`src/rtl/cpu_pkg.sv`:
```
// cpu_pkg: shared ALU op encoding, forward selects and instruction field positions
// for the front end of the 16-bit pipelined CPU.
package cpu_pkg;
   typedef enum logic [2:0] {
      ALU_ADD, ALU_SUB, ALU_AND, ALU_OR, ALU_XOR, ALU_SHL, ALU_PASSB, ALU_PASSA
   } alu_op_t;
   localparam logic [1:0] FWD_EX = 2'b00;
   localparam logic [1:0] FWD_WB = 2'b01;
   localparam logic [1:0] FWD_M  = 2'b10;
   localparam int OP_MSB  = 23;
   localparam int RD_MSB  = 19;
   localparam int RS1_MSB = 15;
   localparam int RS2_MSB = 11;
   localparam int IMM_MSB = 7;
   localparam int IMM_W   = 8;
endpackage

```
`src/rtl/fetch_decode_execute_regfile.sv`:
```
// regfile: REGNUM x WIDTH register file, two combinational reads, one write,
// with write-through so a same-cycle read of the write address sees the new data.
module regfile #(
   parameter int WIDTH        = 16,
   parameter int REGNUM       = 16,
   parameter int ADDRESSWIDTH = 4
) (
   input  logic                    clock,
   input  logic                    reset,
   input  logic                    we,
   input  logic [ADDRESSWIDTH-1:0] waddr,
   input  logic [WIDTH-1:0]        wdata,
   input  logic [ADDRESSWIDTH-1:0] raddr1,
   input  logic [ADDRESSWIDTH-1:0] raddr2,
   output logic [WIDTH-1:0]        rdata1,
   output logic [WIDTH-1:0]        rdata2
);
   logic [WIDTH-1:0] regs [REGNUM];

   always_ff @(posedge clock or negedge reset)
      if (!reset)
         regs <= '{default: '0};
      else if (we)
         regs[waddr] <= wdata;

   assign rdata1 = (we && waddr == raddr1) ? wdata : regs[raddr1];
   assign rdata2 = (we && waddr == raddr2) ? wdata : regs[raddr2];
endmodule

```
`src/rtl/fetch_decode_execute.sv`:
```
// fetch_decode_execute: PC/fetch, decode with register file, and ALU execute
// stages of the 16-bit CPU, including the IF/ID and ID/EX pipeline registers.
module fetch_decode_execute
   import cpu_pkg::*;
#(
   parameter int WIDTH            = 16,
   parameter int REGNUM           = 16,
   parameter int ADDRESSWIDTH     = 4,
   parameter int OPCODEWIDTH      = 4,
   parameter int INSTRUCTIONWIDTH = 24
) (
   input  logic                        clock,
   input  logic                        reset,
   input  logic [INSTRUCTIONWIDTH-1:0] instr_f,
   output logic [WIDTH-1:0]            pc_f,
   input  logic                        stall_f,
   input  logic                        stall_d,
   input  logic                        flush_d,
   input  logic                        flush_e,
   input  logic                        take_branch,
   input  logic [WIDTH-1:0]            branch_target,
   input  logic                        wb_we,
   input  logic [ADDRESSWIDTH-1:0]     wb_addr,
   input  logic [WIDTH-1:0]            wb_data,
   input  logic                        pc_as_r1_d,
   input  logic [2:0]                  alu_ctrl_d,
   input  logic                        data2_sel_d,
   output logic [OPCODEWIDTH-1:0]      opcode_d,
   output logic [ADDRESSWIDTH-1:0]     rs1_d,
   output logic [ADDRESSWIDTH-1:0]     rs2_d,
   output logic [ADDRESSWIDTH-1:0]     rs1_e,
   output logic [ADDRESSWIDTH-1:0]     rs2_e,
   output logic [ADDRESSWIDTH-1:0]     rd_e,
   output logic [OPCODEWIDTH-1:0]      opcode_e,
   input  logic [WIDTH-1:0]            fwd_m,
   input  logic [WIDTH-1:0]            fwd_wb,
   input  logic [1:0]                  fwd1_sel,
   input  logic [1:0]                  fwd2_sel,
   output logic [WIDTH-1:0]            alu_out_e,
   output logic [WIDTH-1:0]            store_data_e,
   output logic                        n_e,
   output logic                        z_e,
   output logic                        v_e,
   output logic                        c_e
);
   typedef struct packed {
      logic [WIDTH-1:0]        reg1;
      logic [WIDTH-1:0]        reg2;
      logic [WIDTH-1:0]        imm;
      logic [ADDRESSWIDTH-1:0] rd;
      logic [ADDRESSWIDTH-1:0] rs1;
      logic [ADDRESSWIDTH-1:0] rs2;
      alu_op_t                 alu_ctrl;
      logic                    data2_sel;
      logic [OPCODEWIDTH-1:0]  opcode;
   } idex_t;

   logic [INSTRUCTIONWIDTH-1:0] instr_d;
   logic [WIDTH-1:0]            pc_d, rd1, rd2, imm_d;
   logic [ADDRESSWIDTH-1:0]     rd_d;
   idex_t                       ex;
   logic [WIDTH-1:0]            a, b, b_reg;
   logic [WIDTH:0]              sum, diff;

   always_ff @(posedge clock or negedge reset)
      if (!reset)
         pc_f <= '0;
      else if (take_branch)
         pc_f <= branch_target;
      else if (!stall_f)
         pc_f <= pc_f + 1'b1;

   always_ff @(posedge clock or negedge reset)
      if (!reset) begin
         instr_d <= '0;
         pc_d    <= '0;
      end else if (flush_d) begin
         instr_d <= '0;
         pc_d    <= '0;
      end else if (!stall_d) begin
         instr_d <= instr_f;
         pc_d    <= pc_f;
      end

   assign opcode_d = instr_d[OP_MSB -: OPCODEWIDTH];
   assign rd_d     = instr_d[RD_MSB -: ADDRESSWIDTH];
   assign rs1_d    = instr_d[RS1_MSB -: ADDRESSWIDTH];
   assign rs2_d    = instr_d[RS2_MSB -: ADDRESSWIDTH];
   assign imm_d    = {{(WIDTH-IMM_W){instr_d[IMM_MSB]}}, instr_d[IMM_MSB -: IMM_W]};

   regfile #(.WIDTH(WIDTH), .REGNUM(REGNUM), .ADDRESSWIDTH(ADDRESSWIDTH)) u_rf (
      .clock (clock),
      .reset (reset),
      .we    (wb_we),
      .waddr (wb_addr),
      .wdata (wb_data),
      .raddr1(rs1_d),
      .raddr2(rs2_d),
      .rdata1(rd1),
      .rdata2(rd2)
   );

   always_ff @(posedge clock or negedge reset)
      if (!reset)
         ex <= '0;
      else if (flush_e)
         ex <= '0;
      else
         ex <= '{reg1: pc_as_r1_d ? pc_d : rd1, reg2: rd2, imm: imm_d, rd: rd_d,
                 rs1: rs1_d, rs2: rs2_d, alu_ctrl: alu_op_t'(alu_ctrl_d),
                 data2_sel: data2_sel_d, opcode: opcode_d};

   assign rs1_e    = ex.rs1;
   assign rs2_e    = ex.rs2;
   assign rd_e     = ex.rd;
   assign opcode_e = ex.opcode;

   // Select 11 falls back to the ID/EX value, same as 00.
   assign a     = fwd1_sel == FWD_WB ? fwd_wb : fwd1_sel == FWD_M ? fwd_m : ex.reg1;
   assign b_reg = fwd2_sel == FWD_WB ? fwd_wb : fwd2_sel == FWD_M ? fwd_m : ex.reg2;
   assign b     = ex.data2_sel ? ex.imm : b_reg;
   assign store_data_e = b_reg;

   // Subtraction as A + ~B + 1 so the carry-out is the inverted borrow.
   assign sum  = {1'b0, a} + {1'b0, b};
   assign diff = {1'b0, a} + {1'b0, ~b} + 1'b1;

   always_comb begin
      alu_out_e = '0;
      c_e = 1'b0;
      v_e = 1'b0;
      unique case (ex.alu_ctrl)
         ALU_ADD: begin
            alu_out_e = sum[WIDTH-1:0];
            c_e = sum[WIDTH];
            v_e = (a[WIDTH-1] == b[WIDTH-1]) && (sum[WIDTH-1] != a[WIDTH-1]);
         end
         ALU_SUB: begin
            alu_out_e = diff[WIDTH-1:0];
            c_e = diff[WIDTH];
            v_e = (a[WIDTH-1] != b[WIDTH-1]) && (diff[WIDTH-1] != a[WIDTH-1]);
         end
         ALU_AND:   alu_out_e = a & b;
         ALU_OR:    alu_out_e = a | b;
         ALU_XOR:   alu_out_e = a ^ b;
         ALU_SHL:   alu_out_e = a << b[3:0];
         ALU_PASSB: alu_out_e = b;
         ALU_PASSA: alu_out_e = a;
         default:   alu_out_e = '0;
      endcase
   end

   assign n_e = alu_out_e[WIDTH-1];
   assign z_e = alu_out_e == '0;
endmodule

```
`config.mk`:
```
export PLATFORM = sky130hd
export DESIGN_NAME = fetch_decode_execute
export DESIGN_NICKNAME = d
export VERILOG_FILES = /design/src/rtl/cpu_pkg.sv /design/src/rtl/fetch_decode_execute_regfile.sv /design/src/rtl/fetch_decode_execute.sv
export SDC_FILE = /design/constraint.sdc
export NUM_CORES = 1
export LEC_CHECK = 0
export CAP_MARGIN = 5
export CORE_MARGIN = 1
export CORE_UTILIZATION = 45
export DETAILED_ROUTE_END_ITERATION = 10
export PLACE_DENSITY = 0.71
export SLEW_MARGIN = 15
export SYNTH_ARGS = -nofsm -noshare
export SYNTH_HDL_FRONTEND = slang
export SYNTH_SLANG_ARGS = --single-unit
```
`constraint.sdc`:
```
create_clock -name clock -period 8.25 [get_ports clock]
set_clock_uncertainty 0.2 [all_clocks]
set_input_delay 0.825 -clock clock [delete_from_list [all_inputs] [get_ports clock]]
set_output_delay 0.825 -clock clock [all_outputs]
set_load 0.02 [all_outputs]
```
# Word level (Yosys, flattened, before mapping)
# Cells that the tools add are included.
[totals]
wordCells = 97
regBits = 380
mem_count = 0
output_inout_bits = 80
rom_bits = 0
ramBits = 0
input_bits = 109
latch_bits = 0
[classes]
n_shift = 1
n_bitwise = 7
n_lt_le_gt_ge = 4
n_mul = 0
n_addsub = 4
muxes = 27
n_eq_ne = 19
n_reduce_logical = 7
div_mod_pow = 0
[op_table]
columns = ["operator", "n"]
rows = [
  ["16-bit two-way mux", 17],
  ["256-bit bitwise mux", 1],
  ["16-bit binary-select mux with 4-bit select", 2],
  ["16-bit case mux with 8 select lines", 1],
  ["68-bit two-way mux", 1],
  ["16-bit demux with 4-bit select", 1],
  ["24-bit two-way mux", 2],
  ["16-bit by 16-bit adder with 17-bit output", 2],
  ["17-bit by 1-bit adder with 17-bit output, second input constant", 1],
  ["16-bit by 1-bit adder with 16-bit output, second input constant", 1],
  ["16-bit bitwise AND", 1],
  ["16-bit zero test", 1],
  ["16-bit inverter", 1],
  ["16-bit OR", 1],
  ["16-bit by 4-bit left shift with 16-bit output", 1],
  ["16-bit bitwise XOR", 1],
  ["5-bit >= comparator, second input constant", 3],
  ["4-bit inverter with 5-bit output", 3],
  ["3-bit equality test, second input constant", 4],
  ["4-bit equality test", 2],
  ["3-bit by 2-bit equality test with 1-bit output, second input constant", 2],
  ["1-bit logical AND", 5],
  ["5-bit by 1-bit < comparator with 1-bit output, second input constant", 1],
  ["2-bit by 1-bit equality test with 1-bit output, second input constant", 2],
  ["7 further kinds", 12],
]

# Longest topological paths before layout
# Gate-level depths: netlist (run 1).
[depth]
ltp_word = 10
mapped_depth = 22
depth_no_buf = 18

# By module
# Synthesis (run 1) repeated with hierarchy kept, for this count alone.
[hier_totals]
cells_unflattened = 2015
area_unflattened_um2 = 24099.4
[by_module_without_submodules]
columns = ["mod", "instances", "area_per_inst_um2", "cells_per_inst", "seq_area_each_um2"]
rows = [
  ["regfile", 1, 14356.3, 886, 6406.1],
  ["fetch_decode_execute", 1, 9743.1, 1129, 2902.8],
]

# Worst setup path before layout (run 1)
# No wires, ideal clock.
[synth_path]
path_kind = "input-to-output"
start = "in fwd2_sel[0]"
end = "out z_e"
path_slack_ns = 1.604
path_buffers = 5
required_time_ns = 7.225
cell_stages = 19
arrival_ns = 5.621
path_cell_list = "buf_2 buf_2 buf_1 buf_1 mux2_2 a21oi_1 inv_1 ha_1 clkbuf_1 inv_1 a21oi_1 a21oi_1 a21o_1 a221o_1 a21o_1 a21oi_1 xnor2_1 o21ai_0 nor4_2"
[synth_via]
elab_chain_cells = 9
word_cells_on_any_way = 15
cone_classes = "add/sub (3); eq/ne (2); shift (1); mux (4); bitwise (4); reduce/logical (1)"
[synth_lines]
columns = ["item", "line_no", "text"]
rows = [
  ["start: declaration", "fetch_decode_execute.sv:38", "input logic [1:0] fwd2_sel,"],
  ["2-bit equality test", "fetch_decode_execute.sv:120", "assign b_reg = fwd2_sel == FWD_WB ? fwd_wb : fwd2_sel == FWD_M ? fwd_m : ex.reg2;"],
  ["16-bit two-way mux", "fetch_decode_execute.sv:120", ""],
  ["16-bit two-way mux *", "fetch_decode_execute.sv:120", ""],
  ["16-bit two-way mux *", "fetch_decode_execute.sv:121", "assign b = ex.data2_sel ? ex.imm : b_reg;"],
  ["16-bit inverter", "fetch_decode_execute.sv:126", "assign diff = {1'b0, a} + {1'b0, ~b} + 1'b1;"],
  ["16-bit by 16-bit adder with 17-bit output", "fetch_decode_execute.sv:126", ""],
  ["17-bit by 1-bit adder with 17-bit output", "fetch_decode_execute.sv:126", ""],
  ["16-bit case mux with 8 select lines *", "fetch_decode_execute.sv:132", "unique case (ex.alu_ctrl)"],
  ["named net n_e", "fetch_decode_execute.sv:41", "output logic n_e,"],
  ["16-bit zero test *", "fetch_decode_execute.sv:154", "assign z_e = alu_out_e == '0;"],
  ["end: declaration", "fetch_decode_execute.sv:42", "output logic z_e,"],
]
# Mark *: on every way through the listed nets, which the timed path passes. The rest lies on a longest branch.

# Final worst setup path (run 1)
[layout_path]
start = "in fwd2_sel[1]"
end = "out z_e"
[layout_via]
elab_chain_cells = 9
word_cells_on_any_way = 15
cone_classes = "add/sub (3); eq/ne (2); shift (1); mux (4); bitwise (4); reduce/logical (1)"
[layout_lines]
columns = ["item", "line_no"]
rows = [
  ["2-bit equality test", "fetch_decode_execute.sv:120"],
  ["16-bit two-way mux", "fetch_decode_execute.sv:120"],
  ["16-bit two-way mux *", "fetch_decode_execute.sv:120"],
  ["16-bit two-way mux *", "fetch_decode_execute.sv:121"],
  ["16-bit inverter", "fetch_decode_execute.sv:126"],
  ["16-bit by 16-bit adder with 17-bit output", "fetch_decode_execute.sv:126"],
  ["17-bit by 1-bit adder with 17-bit output", "fetch_decode_execute.sv:126"],
  ["16-bit case mux with 8 select lines *", "fetch_decode_execute.sv:132"],
  ["16-bit zero test *", "fetch_decode_execute.sv:154"],
]
# Mark *: on every way between the ends. The rest lies on a longest branch, timed or not.

==> flow_metrics.py, run 1 <==
metrics = {
    "power": {
        "finalPower_uw": 6038,
        "ir_drop_mv": 0.1391,
        "power_density_nw_per_um2": 226.0,
        "p_leak_uw": 0.01113,
    },
    "clock_network": {
        "cts_root_buffer": "clkbuf_16",
        "cts_tree": "yes",
        "cts_sinks": 372,
        "cts.reportedPaths.clkPinSlew_ps": 60,
        "htreeDepth": 2,
        "ctsLongestPathBuffers": 3,
        "postCtsHoldBufs": 0,
        "clk_latency_ps": 540,
        "cts-resized-gates": 0,
        "cts_buffers": 39,
        "cts_setup_buffers": 0,
    },
    "floorplan": {
        "die-width_um": 228.6,
        "die_area_um2": 52260,
        "placement_rows": 82,
        "die_h_um": 228.6,
        "initial_utilization_pct": 45.87,
        "coreArea_um2": 50380,
        "io_pins": 189,
    },
    "timing": {
        "worst_slew_pin_slew_ps": 1090,
        "fmax_mhz": 133.8,
        "min_period_over_period_pct": 90.60,
        "whs_ps": 116.6,
        "grt_setup_unrepaired": "false",
        "final.setup.tns_ps": 0,
        "slew_violations": 0,
        "hold_viol_final": 0,
        "finalSetupViolations": 0,
        "min_period_ps": 7475,
        "relSlewSlack_pct": 27.36,
    },
    "logic_synthesis": {
        "synthCells": 1962,
        "synth_edf_count": 0,
        "syn_avg_cell_area_um2": 11.78,
        "synthArstFlopShare_pct": 100.0,
        "yosys.cell_types.count": 81,
        "synth_top_area_share_pct": 40.29,
        "synth_ff_type": "dfrtp_1",
        "syn-num-nets": 2120,
        "synth_seq_area_share_pct": 40.29,
        "ys_ff_latch": 372,
        "synth_area_um2": 23110,
        "yosys-top-cells-area": "dfrtp_1 40%, mux4_2 16%, mux2_2 13%",
        "yosysWarnings": 0,
        "synth_top_cell_by_area": "dfrtp_1",
    },
    "route": {
        "vias": 16992,
        "wl_um": 71820,
        "dr.first_iter.drc_count": 1532,
        "drt-pass1-iter-count": 5,
        "postRouteAntennaNets": 0,
        "wl_per_cell_um": 26.03,
        "vias_per_cell": 6.159,
        "drcViolationCount": 0,
    },
    "place": {
        "dp_hpwl_um": 50050,
        "place_inst": 2692,
        "gp_congestion": 0.9833,
        "io_buffers": 188,
    },
    "status": {
        "outcome": "complete, no violations",
    },
    "layout": {
        "fin_nets": 2219,
        "layout-drive-gt1-share_pct": 28.37,
        "syn_to_final_growth_pct": 15.63,
        "n_antenna_cell": 0,
        "finalNonFillerCells": 2759,
    },
    "worst_setup_path": {
        "critPathKind": "input port to output pin",
        "cp.arrival_ps": 6450,
        "slowest_delay_ps": 860,
        "cp-start-kind": "input port",
        "worstPathRequired_ps": 7220,
        "crit_chain": "clkdlybuf4s50_1 > or2_2 > a2bb2oi_1 > nand2_1 > inv_2 > ha_1 > inv_1 > ha_1 > nor3b_1 > nor4_1 > o22ai_1 > o21ai_0 > nor4bb_1 > nor4b_1 > nand4b_1 > nor4_2 > clkdlybuf4s50_1",
        "cp_slowest_cell": "clkdlybuf4s50_1",
        "crit_fanout": 23,
        "critPathCaptureType": "output pin",
    },
    "global_routing": {
        "first_global_vias": 17554,
        "grt_pass1_wl_um": 109300,
        "gr-usage-all-layers_pct": 27.56,
        "grt_max_degree": 102,
        "overflow": 0,
        "grt_antenna_before_repair": 2,
    },
    "run": {
        "drv_cap": 0,
    },
    "worst_hold_path": {
        "hold_class": "input port to async pin",
    },
}
==> path summary, 6_finish.rpt <==
path | startpoint | depth (start not counted) | endpoint | slack (ps)
max | fwd2_sel[1] | 17 | z_e | 780
min | reset | 1 | u_rf.regs[29] | 120
max reg2reg | instr_d[12] | 7 | ex[60] | 4650
min reg2reg | instr_d[3] | 1 | ex[23] | 290
max in group asynchronous | reset | 2 | u_rf.regs[131] | 6120
min in group clock | instr_d[3] | 1 | ex[23] | 290
==> stage by stage <==
step	cell area [µm²]	setup slack (ps)	util (%)
global placement	25410	898.7	50.43
detailed placement	25410	852.4	50.43
floorplan	23110	1604	-
CTS	26720	847.0	53.05
global route	26720	380.3	53.04
finish	26720	775.3	53.04
==> cells in the final DEF (no fill, tap or decap), types with 10 or more instances in the layout <==
cell type,n
a211oi_1,16
a21o_1,10
a21oi_1,80
and3_1,10
buf_4,50
clkbuf_16,41
clkbuf_8,10
clkdlybuf4s50_1,182
dfrtp_1,368
ha_1,49
inv_1,58
mux2_2,273
mux2i_1,116
mux4_2,163
nand2_1,82
nand2b_1,18
nand3_1,25
nor2_1,165
nor2b_1,43
nor3_1,20
o211ai_1,17
o21ai_0,89
xnor2_1,16
xor2_1,14
==> flip-flops by register name, summed over array words and instances, names as in the netlist <==
register and cells:
opcode_e 4, rs1_e 4, rd_e 4, rs2_e 4, pc_d 16, u_rf.regs 256, instr_d 24, ex 44
pc_f 16
==> final cells by class <==
cell class / count / area, µm²
timing repair buffer: 238 / 2237
sequential: 372 / 9319
clock inverter: 9 / 127.6
fill: 4268 / 23660
tap: 672 / 840.8
multi-input combinational: 1349 / 12770
clock buffer: 58 / 1190
inverter: 61 / 234.0
==> per-layer routing <==
metal	up-vias	wire [µm]	track usage (%)
met4	4	2447	9.627
li1	7427	-	-
met3	135	4135	3.443
met5	-	27	0
met1	8794	28200	34.87
met2	632	37010	48.52
==> critical path, delay by kind of cell <==
kind,cells,cell delay (ps)
compound gates,3,900
fa+ha+maj,2,430
buf+inv,4,1890
simple gates,8,2390
==> cell families (layout without fill, tap and decap cells) <==
kind of cell,Yosys count,after routing,share of synthesized area (%)
muxes,552,552,34.22
adders and majority gates,50,50,2.697
and+or+nand+nor,420,420,8.745
xor gates and xnor gates,31,31,1.208
AOI/OAI and AO/OA,296,296,8.339
buffers and inverters,241,366,4.505
DFF,372,372,40.29
==> synthesized netlist by cell type (4+ instances only) <==
cell        n
dfrtp_1   372
and3_1     10
a211o_1     6
buf_4      29
or2_2       5
o211ai_1   17
o221a_2     7
xnor2_1    16
a221o_1     7
or3_1       7
nand3_1    26
xor2_1     14
ha_1       49
nand2_1    82
a21oi_1    80
inv_1      58
a211oi_1   16
clkbuf_1  117
a21o_1     10
o22ai_1     7
nor4_1      8
or3b_2      9
mux2_2    273
o21ai_0    89
o221ai_1    4
nand2b_1   18
mux2i_1   116
nor2_1    165
nor3_1     20
mux4_2    163
o21a_1      5
o31ai_1     4
nor2b_1    44
buf_2       6
nand4_1     6
a31oi_1     6
buf_1      26
==> power breakdown <==
group | leakage [µW] | internal (µW) | total (µW) | switching (µW)
clock | 0.000652 | 1090 | 1800 | 713
combinational | 0.00581 | 933 | 1800 | 866
sequential | 0.00467 | 2170 | 2440 | 271
Power figures use the tool's default switching activity.
==> run 2: changes to the inputs <==
- CORE_UTILIZATION: 45 -> 55
- PLACE_DENSITY: 0.71 -> 0.78
==> run 2 against run 1 <==
- the run now ends with DRC left
- setup slack lost 140 ps
- global-route usage rose by 6.2 points
- design area decreased by 0.73%
- die area shrank 18%
- fmax fell by 1.8%
- critical path type unchanged
- largest cell class unchanged
- cell count shrank 5.1%
- total power about the same
- critical path depth grew 1
- routed wire length down 1.9%
- sequential power is essentially flat
==> flow_metrics.py, run 2 (synthesized netlist as in run 1, its figures left out) <==
metrics = {
    "worst_setup_path": {
        "cp-startpoint": "fwd2_sel[1]",
        "crit_chain": "clkdlybuf4s50_1 > or2_2 > a2bb2oi_1 > nand2_1 > inv_1 > ha_1 > ha_1 > nor2_1 > or4_4 > a311oi_4 > o21ai_2 > o31ai_4 > a31o_2 > nand2_2 > a21o_1 > a31o_1 > nor4_2 > clkdlybuf4s50_1",
        "reg2reg_depth": 7,
        "cp.arrival_ps": 6580,
        "critPathKind": "input port to output pin",
        "slowest_delay_ps": 830,
        "critPathCaptureType": "output pin",
        "cp_slowest_cell": "clkdlybuf4s50_1",
        "rrSetupSlack_ps": 4500,
        "crit_fanout": 13,
        "worstPathRequired_ps": 7220,
        "cp-start-kind": "input port",
        "r2r-start": "instr_d[12]",
        "reg2reg_to": "ex[60]",
        "endpoint": "z_e",
    },
    "global_routing": {
        "grt_antenna_before_repair": 3,
        "overflow": 0,
        "first_global_vias": 17857,
        "grt_pass1_wl_um": 107700,
        "grt_max_degree": 135,
        "gr-usage-all-layers_pct": 33.81,
    },
    "layout": {
        "final_cell_mix": "368 x dfrtp_1, 273 x mux2_2, 183 x clkdlybuf4s50_1, 163 x mux4_2, 160 x nor2_1",
        "fin_nets": 2212,
        "layout-drive-gt1-share_pct": 28.50,
        "reg_top3": "u_rf.regs (256), ex (44), instr_d (24)",
        "syn_to_final_growth_pct": 14.79,
        "largest_reg_flops": 256,
        "largest_register": "u_rf.regs",
        "layout.cells.most_common": "dfrtp_1",
        "utilization_pct": 64.52,
    },
    "clock_network": {
        "cts.reportedPaths.clkPinSlew_ps": 60,
        "cts-resized-gates": 0,
        "cts_tree": "yes",
        "cts_sinks": 372,
        "ctsLongestPathBuffers": 3,
        "cts_setup_buffers": 0,
        "postCtsHoldBufs": 0,
        "clk_latency_ps": 540,
        "cts_root_buffer": "clkbuf_16",
        "cts_buffers": 38,
        "htreeDepth": 2,
    },
    "power": {
        "finalPower_uw": 6041,
        "swShare_pct": 31.14,
        "power_density_nw_per_um2": 227.8,
        "internal_power_uw": 4160,
        "p_sw_uw": 1881,
        "comb_power_share_pct": 29.9,
        "ir_drop_mv": 0.1907,
        "p_leak_uw": 0.01110,
        "seqPwrFrac_pct": 40.3,
        "p_clk_share_pct": 29.7,
    },
    "route": {
        "vias": 17195,
        "dr.first_iter.drc_count": 1523,
        "drt-pass1-iter-count": 8,
        "wl_um": 70420,
        "wl_per_cell_um": 26.91,
        "drcViolationCount": 11,
        "vias_per_cell": 6.571,
        "postRouteAntennaNets": 0,
    },
    "timing": {
        "hold_viol_final": 0,
        "min_period_ps": 7610,
        "slew_violations": 0,
        "final.setup.tns_ps": 0,
        "worst_slew_pin_slew_ps": 1113,
        "relSlewSlack_pct": 25.82,
        "fmax_mhz": 131.4,
        "whs_ps": 150.9,
        "grt_setup_unrepaired": "false",
        "min_period_over_period_pct": 92.24,
        "finalSetupViolations": 0,
    },
    "worst_hold_path": {
        "hold_class": "input port to async pin",
    },
    "status": {
        "outcome": "finished, violations left",
        "failed_checks": "DRC",
    },
    "floorplan": {
        "initial_utilization_pct": 56.21,
        "die_h_um": 207.0,
        "die-width_um": 207.0,
        "io_pins": 189,
        "coreArea_um2": 41110,
        "die_area_um2": 42830,
        "placement_rows": 74,
    },
    "place": {
        "gp_congestion": 0.9993,
        "io_buffers": 188,
        "dp_hpwl_um": 48380,
    },
    "run": {
        "drv_cap": 0,
    },
}
-- run 2: worst max-delay path: cells and delay by family --
| kind | cells | cell delay, ps |
|---|---|---|
| buffers and inverters | 3 | 1860 |
| and+or+nand+nor | 6 | 1280 |
| AOI/OAI and AO/OA | 7 | 2100 |
| adders and majority gates | 2 | 490 |
-- run 2: worst min path at each step --
stage	endpoint	slack (ps)	depth (start not counted)
after floorplan	ex[20]	260	1
after global routing	u_rf.regs[121]	200	1
after global placement	rd_e[1]	270	1
after detailed placement	rd_e[1]	290	1
final	u_rf.regs[152]	150	1
after CTS	u_rf.regs[168]	180	1
-- run 2: cell type report --
class	count	area, µm²
clock buffer	50	1090
fill	3113	14590
sequential	372	9319
inverter	61	234.0
multi-input combinational	1349	12780
clock inverter	20	207.7
tap	532	665.6
antenna	1	2.502
timing repair buffer	232	2222
-- run 2: power groups by stage --
stage          sequential [µW]  combinational [µW]  clock [µW]
3_3_place_gp              2410                1750           0
3_5_place_dp              2460                1790           0
4_1_cts                   2430                1800        1820
2_1_floorplan             2360                1260           0
6_report                  2440                1810        1790
5_1_grt                   2480                1930        1880
-- run 2: routing by layer --
| metal | global-route usage (%) | wire length (µm) | up-vias |
|---|---|---|---|
| li1 | - | - | 7407 |
| met1 | 42.18 | 26980 | 8825 |
| met2 | 56.69 | 34880 | 739 |
| met3 | 5.699 | 4597 | 222 |
| met4 | 17.52 | 3955 | 2 |
| met5 | 0 | 12 | - |
-- run 2: stage by stage --
step                      cells  setup WS [ps]  area (µm²)
after floorplan            1962           1604       23110
final                      2617          640.2       26520
after global routing       2617          116.8       26520
after CTS                  2616          523.5       26520
after global placement     2546          617.9       25220
after detailed placement   2546          504.7       25220
